## src/rtl/fetch_block.sv

```systemverilog
// Instruction fetch stage: fetch PC, credit-limited imem requests, prefetch FIFO toward decode.
// Define FETCH_PERF_COUNTERS_EN to add saturating fetched/discarded/stall-cycle counters.
module fetch_block #(
  parameter int unsigned     DEPTH       = 2,
  parameter int unsigned     INSTR_WIDTH = 16,
  parameter int unsigned     WORD        = 32,
  parameter logic [WORD-1:0] RESET_PC    = '0,
  parameter logic [WORD-1:0] PC_OFFSET   = WORD'(4)
) (
  input  logic                   clk_i,
  input  logic                   reset_i,
  input  logic                   stall_pipeline_i,
  input  logic                   flush_pipeline_i,
  input  logic [WORD-1:0]        branch_target_i,
  output logic                   imem_req_o,
  output logic [WORD-1:0]        imem_addr_o,
  input  logic                   imem_ready_i,
  input  logic                   imem_rvalid_i,
  input  logic [INSTR_WIDTH-1:0] imem_rdata_i,
  output logic [INSTR_WIDTH-1:0] instruction_o,
  output logic                   is_valid_o,
  output logic [WORD-1:0]        program_counter_o
`ifdef FETCH_PERF_COUNTERS_EN
  ,
  output logic [WORD-1:0]        perf_fetched_o,
  output logic [WORD-1:0]        perf_discarded_o,
  output logic [WORD-1:0]        perf_stall_cycles_o
`endif
);
  localparam int unsigned PW = $clog2(DEPTH);
  localparam int unsigned CW = $clog2(DEPTH) + 1;
  localparam int unsigned SW = CW + 1;

  logic [WORD-1:0]        fetch_pc_q, fetch_pc_d, resp_pc_q, resp_pc_d;
  logic [CW-1:0]          count_q, count_d, outst_q, outst_d, discard_q, discard_d;
  logic [PW-1:0]          rd_q, rd_d, wr_q, wr_d;
  logic [INSTR_WIDTH-1:0] instr_mem_q [DEPTH];
  logic [WORD-1:0]        addr_mem_q  [DEPTH];
  logic [INSTR_WIDTH-1:0] instr_q, instr_d, head_instr;
  logic [WORD-1:0]        pc_q, pc_d, head_addr;
  logic                   valid_q, valid_d;
  logic                   accept, push, pop, drop, head_is_new;
  logic [SW-1:0]          inflight;

  // FIFO slots already claimed by buffered entries plus requests still in flight
  assign inflight    = {1'b0, count_q} + {1'b0, outst_q};
  assign imem_req_o  = !reset_i && !flush_pipeline_i && (inflight < SW'(DEPTH));
  assign imem_addr_o = fetch_pc_q;
  assign accept      = imem_req_o && imem_ready_i;
  assign drop        = imem_rvalid_i && (discard_q != '0);
  assign push        = imem_rvalid_i && (discard_q == '0) && !flush_pipeline_i;
  assign pop         = valid_q && !stall_pipeline_i;

  always_comb begin
    fetch_pc_d = fetch_pc_q;
    resp_pc_d  = resp_pc_q;
    count_d    = count_q;
    outst_d    = outst_q;
    discard_d  = discard_q;
    rd_d       = rd_q;
    wr_d       = wr_q;
    if (flush_pipeline_i) begin
      // every request accepted before this edge will be dropped on return
      fetch_pc_d = branch_target_i & ~WORD'(1);
      resp_pc_d  = branch_target_i & ~WORD'(1);
      count_d    = '0;
      rd_d       = '0;
      wr_d       = '0;
      outst_d    = outst_q - CW'(imem_rvalid_i);
      discard_d  = outst_q - CW'(imem_rvalid_i);
    end else begin
      if (accept) fetch_pc_d = fetch_pc_q + WORD'(2);
      outst_d = outst_q + CW'(accept) - CW'(imem_rvalid_i);
      if (drop) discard_d = discard_q - CW'(1);
      if (push) begin
        wr_d      = wr_q + PW'(1);
        resp_pc_d = resp_pc_q + WORD'(2);
      end
      if (pop) rd_d = rd_q + PW'(1);
      count_d = count_q + CW'(push) - CW'(pop);
    end
    // output registers preload the next head; a response landing at the head bypasses storage
    head_is_new = push && (wr_q == rd_d);
    head_instr  = head_is_new ? imem_rdata_i : instr_mem_q[rd_d];
    head_addr   = head_is_new ? resp_pc_q : addr_mem_q[rd_d];
    valid_d     = (count_d != '0);
    instr_d     = instr_q;
    pc_d        = pc_q;
    if (valid_d) begin
      instr_d = head_instr;
      pc_d    = head_addr + PC_OFFSET;
    end
  end

  always_ff @(posedge clk_i) begin
    if (reset_i) begin
      fetch_pc_q <= RESET_PC;
      resp_pc_q  <= RESET_PC;
      count_q    <= '0;
      outst_q    <= '0;
      discard_q  <= '0;
      rd_q       <= '0;
      wr_q       <= '0;
      instr_q    <= '0;
      pc_q       <= '0;
      valid_q    <= 1'b0;
    end else begin
      fetch_pc_q <= fetch_pc_d;
      resp_pc_q  <= resp_pc_d;
      count_q    <= count_d;
      outst_q    <= outst_d;
      discard_q  <= discard_d;
      rd_q       <= rd_d;
      wr_q       <= wr_d;
      instr_q    <= instr_d;
      pc_q       <= pc_d;
      valid_q    <= valid_d;
    end
  end

  always_ff @(posedge clk_i) begin
    if (push) begin
      instr_mem_q[wr_q] <= imem_rdata_i;
      addr_mem_q[wr_q]  <= resp_pc_q;
    end
  end

  always_ff @(posedge clk_i) begin
    if (!reset_i && push) assert (count_q < CW'(DEPTH));
  end

  assign instruction_o     = instr_q;
  assign is_valid_o        = valid_q;
  assign program_counter_o = pc_q;

`ifdef FETCH_PERF_COUNTERS_EN
  logic [WORD-1:0] perf_fetched_q, perf_discarded_q, perf_stall_q, disc_inc;

  function automatic logic [WORD-1:0] sat_add(input logic [WORD-1:0] a, input logic [WORD-1:0] b);
    logic [WORD:0] s;
    s = {1'b0, a} + {1'b0, b};
    return s[WORD] ? '1 : s[WORD-1:0];
  endfunction

  // a flush drops every buffered entry plus whatever response arrives alongside it
  assign disc_inc = flush_pipeline_i ? (WORD'(count_q) + WORD'(imem_rvalid_i)) : WORD'(drop);

  always_ff @(posedge clk_i) begin
    if (reset_i) begin
      perf_fetched_q   <= '0;
      perf_discarded_q <= '0;
      perf_stall_q     <= '0;
    end else begin
      perf_fetched_q   <= sat_add(perf_fetched_q, WORD'(push));
      perf_discarded_q <= sat_add(perf_discarded_q, disc_inc);
      perf_stall_q     <= sat_add(perf_stall_q, WORD'(valid_q && stall_pipeline_i));
    end
  end

  assign perf_fetched_o      = perf_fetched_q;
  assign perf_discarded_o    = perf_discarded_q;
  assign perf_stall_cycles_o = perf_stall_q;
`endif

endmodule

```

## config.mk

```make
export PLATFORM = sky130hd
export DESIGN_NAME = fetch_block
export DESIGN_NICKNAME = d
export VERILOG_FILES = /design/src/rtl/fetch_block.sv
export SDC_FILE = /design/constraint.sdc
export NUM_CORES = 1
export LEC_CHECK = 0
export CAP_MARGIN = 20
export CORE_MARGIN = 1.5
export CORE_UTILIZATION = 52
export CTS_BUF_LIST = sky130_fd_sc_hd__clkbuf_4 sky130_fd_sc_hd__clkbuf_8
export CTS_CLUSTER_DIAMETER = 50
export DETAILED_ROUTE_END_ITERATION = 6
export PLACE_DENSITY = 0.79
export SETUP_SLACK_MARGIN = 0.5
export SLEW_MARGIN = 5
export SYNTH_ARGS = -nofsm -noshare
export SYNTH_HDL_FRONTEND = slang
export SYNTH_SLANG_ARGS = --single-unit
```

## constraint.sdc

```tcl
create_clock -name clk_i -period 5.2 [get_ports clk_i]
set_input_delay 1.04 -clock clk_i [delete_from_list [all_inputs] [get_ports clk_i]]
set_output_delay 1.04 -clock clk_i [all_outputs]
set_load 0.02 [all_outputs]
```

==> results.txt <==
- Syn avg cell area: 9.62 sq um
- Highest Clock Rate: 229 MHz
* RSZ-0062 raised after global routing: no
* Placed cell areas: 12,100 sq um
* Clock insertion delay at the later pin of the skew report: 0.53 ns
* Post-synthesis register bit count: 212
- Finished layout cell area: 12,900 sq um
- In this run the horizontal extent of the chip is 145 um.
* Share of the yosys chip area belonging to registers: 49.1%
- Antenna Nets Post-Route: 0
- Dominant register cell in the synthesized netlist: dfxtp_1
* Number of enable-type register cells in the synthesized netlist: 94
- After detailed routing, the total wire length is 27,400 um.
- By startpoint and endpoint, the worst setup path is classified as in2reg.
- Vias per Instance: 5.99
- DRC viols: 0
- Worst max-slew margin expressed relative to the limit: 29.3%
- Synthesis Warnings: 0
- Among all stages on the critical path, the largest delay is contributed by clkdlybuf4s50_1.
- Endpoint type of the worst setup path: register
* Root cell of the clock tree: clkbuf_8
- Of the total power, registers draw 46.0%.
* Initial cell density of the core: 53.7%
* Synthesis-to-finish area growth: 22.3%
* Post-route minimum period: 4.37 ns
- The flow ran to the end, and the final reports show no timing, DRC or antenna violations.
- Post-route worst hold slack: 0.453 ns
- Die Height: 145 um
- Routed length per instance: 18.0 um
- Comb pwr share: 16.8%
- Prior to clock tree synthesis, the placed netlist has a worst setup slack of 0.382 ns.
- The clock tree synthesis step divided the H-tree into 2 levels.
- P_int: 0.00304 W
- Cell-by-cell listing of the critical path: clkdlybuf4s50_1 > nand2b_2 > inv_2 > xnor2_2 > buf_4 > mux2_2 > a221oi_2 > nand4_2 > nor4_2 > or3b_1 > a221o_1
- GR Overflow Total: 0
- The net count of the finished layout is 1,294.
* Actual transition at the worst max-transition pin: 1.04 ns
* Total die area: 21,200 sq um
- After clock tree synthesis, the clock-pin slew on the worst setup and hold paths is 0.06 ns.
* HPWL after detailed placement: 18,800 um
* Count of buffers from port buffering: 132
- Switching part of the total power: 27.3%
* Quantity of hold-fixing buffers added after cts: 0
* Length of the first detailed-routing pass in iterations: 5
* Global-route total usage across every layer: 25.6%
- CTS tree: done
* Reported max-cap violation count: 0
* Fraction of the cycle the final worst path needs: 84.1%
- Setup TNS: 0 ns
- Dominant cells by area after synthesis: edfxtp_1 27%, dfxtp_1 22%, nor2_1 4.3%, nand2_1 4.1%, a21oi_1 2.8%
* IO Pins: 136
* Final Setup Violations: 0
- STA classifies the critical path startpoint as a primary input.
- Power share of the clock group: 37.2%
* Row count: 51
* Clock Skew: 0.0177 ns
* Placer's final routability congestion estimate: 0.902
- Counting both buffers and inverters, the worst setup path holds a total of 3.
- The count of final max-slew check failures was 0.
- WP data arrival: 4.78 ns
- In this run, distinct cell masters in the synthesized netlist total 82.
* Tightest Hold Check Type: reg2reg
- Total clock sinks: 212
- Across all setup checks in the final design, the least slack found is 0.829 ns.
- Dividing total power by cell area gives a power density of 324 nW/um^2.
- The floorplan step defined a core boundary enclosing 19,700 sq um.
* Total number of vias: 9,117
* Sw power: 0.00114 W
- The number of antenna violations at the first check in global routing is 0.
- The number of antenna diodes in the final layout is 0.
- On the worst path, the slowest cell contributes a delay of 0.54 ns.
* Cells after Synth: 1,097
- Largest area contributor in the synthesized netlist: edfxtp_1
- The via count of the first global-routing pass came to 8,749.
- Share of layout cells above drive strength 1: 11.1%
- STA puts the critical path data required time at 5.61 ns.
- First-pass GRT wire length: 44,500 um
- Leakage: 4.63 nW
* Maximum number of pins on one net before global-route repair: 80
* Max Fanout on Critical Path: 18
- Initial DRC Count: 693
- Number of buffers on the longest clock path: 3
- Buffers added to address setup during post-CTS repair amount to 0.
- The worst-case IR drop observed on VDD is 0.176 mV.
- Category of cells accounting for the largest share of critical-path delay: simple AND/OR/NAND/NOR gates
- Final Hold Violating Endpoints: 0
* Post-cts gate resize count: 0
- Top cell type's share of synthesized area: 26.7%
- The cell area that synthesis handed to floorplanning was 10,600 sq um.
* Number of buffers created by CTS: 36
* Proportion of register bits with asynchronous set or reset after synthesis: 0%
[tightest hold or removal path, delay by kind of cell, from the launching register on]
kind	cells	cell delay [ns]
flops	1	0.33
simple gates	1	0.04
compound gates	1	0.05
[final timing paths]
path                                            start                    end  slack (ns)  cells after the start
worst min register to register  program_counter_o[17]  program_counter_o[17]        0.45                      2
worst min-delay path            program_counter_o[17]  program_counter_o[17]        0.45                      2
worst max register to register           discard_q[0]  program_counter_o[22]        1.46                     12
worst max-delay path                 stall_pipeline_i  program_counter_o[31]        0.83                     11
[power by group through the flow]
stage | combinational [W] | sequential [W] | clock (W)
after floorplan | 0.000379 | 0.00199 | 0
after global placement | 0.000679 | 0.00195 | 0
after detailed placement | 0.000694 | 0.00196 | 0
after CTS | 0.000698 | 0.00192 | 0.00159
after global routing | 0.000759 | 0.00194 | 0.00166
final | 0.000702 | 0.00192 | 0.00156
[through the flow]
step,total power [W],std cells,util (%)
6_report,0.00418,1522,65.7
5_1_grt,0.00436,1522,65.7
4_1_cts,0.00421,1522,65.7
3_5_place_dp,0.00265,1457,61.8
3_3_place_gp,0.00263,1457,61.8
2_1_floorplan,0.00237,1098,-
[registers in the layout, summed over array words and instances, names as in the netlist]
register,flops
addr_mem_q,62
instr_mem_q,32
imem_addr_o,31
program_counter_o,31
resp_pc_q,31
instruction_o,16
count_q,2
discard_q,2
outst_q,2
is_valid_o,1
rd_q,1
wr_q,1
[cells in the final DEF, fill, tap and decap left out, drive strengths merged, types with 9 or more instances in the layout]
cell type and instances:
nand4 27, and4 10, a21oi 59, mux2i 21
nor3 21, or3 10, nor4 17, xnor2 29
clkdlybuf4s50 130, dfxtp 118, nand2 116, o32ai 17
ha 9, xor2 25, a31oi 34, a32oi 14
nor3b 10, a22o 21, edfxtp 94, inv 22
nor2 121, o21bai 13, clkbuf 57, o21ai 45
buf 38, nand3 39, nand2b 19
[cell usage after synthesis, types with 5 or more instances]
cell	count
nor2_1	121
dfxtp_1	118
nand2_1	116
edfxtp_1	94
a21oi_1	58
clkbuf_1	49
o21ai_0	44
nand3_1	39
a31oi_1	34
xnor2_1	28
nand4_1	25
xor2_1	25
a22o_1	21
mux2i_1	21
nor3_1	21
inv_1	20
nand2b_1	18
o32ai_1	17
nor4_1	14
o21bai_1	13
a32oi_1	12
and4_1	10
buf_2	10
nor3b_1	10
or3_1	10
ha_1	9
and3_1	8
and2_1	7
buf_1	7
mux2_2	7
a211oi_1	6
a21boi_0	6
a221oi_1	6
a211o_1	5
a22oi_1	5
o31ai_1	5
[final cells by class]
type                       count  area (sq um)
sequential                   212          5180
clock buffer                  57           697
fill                        1605          6750
clock inverter                 8          70.1
inverter                      23          86.3
multi-input combinational    789          4960
timing repair buffer         168          1580
tap                          265           332
[kinds of logic after synthesis]
logic type	share of synthesized area, %
AO/OA/AOI/OAI	17.8
XOR/XNOR	4.55
adder cells (fa/ha/maj)	1.26
buffers and inverters	4.20
flip-flops	49.1
multiplexers	2.74
other	0.0355
AND/OR/NAND/NOR	20.3
[metal layers]
layer	global-route usage [%]	wire [um]	share of wire [%]	up-vias
met3	4.95	2470	9.0	50
li1	-	-	-	4341
met1	33.9	11700	43	4289
met5	0	0	0	-
met4	9.23	601	2.2	0
met2	41.8	12700	46	437
Power figures use the tool's default switching activity.
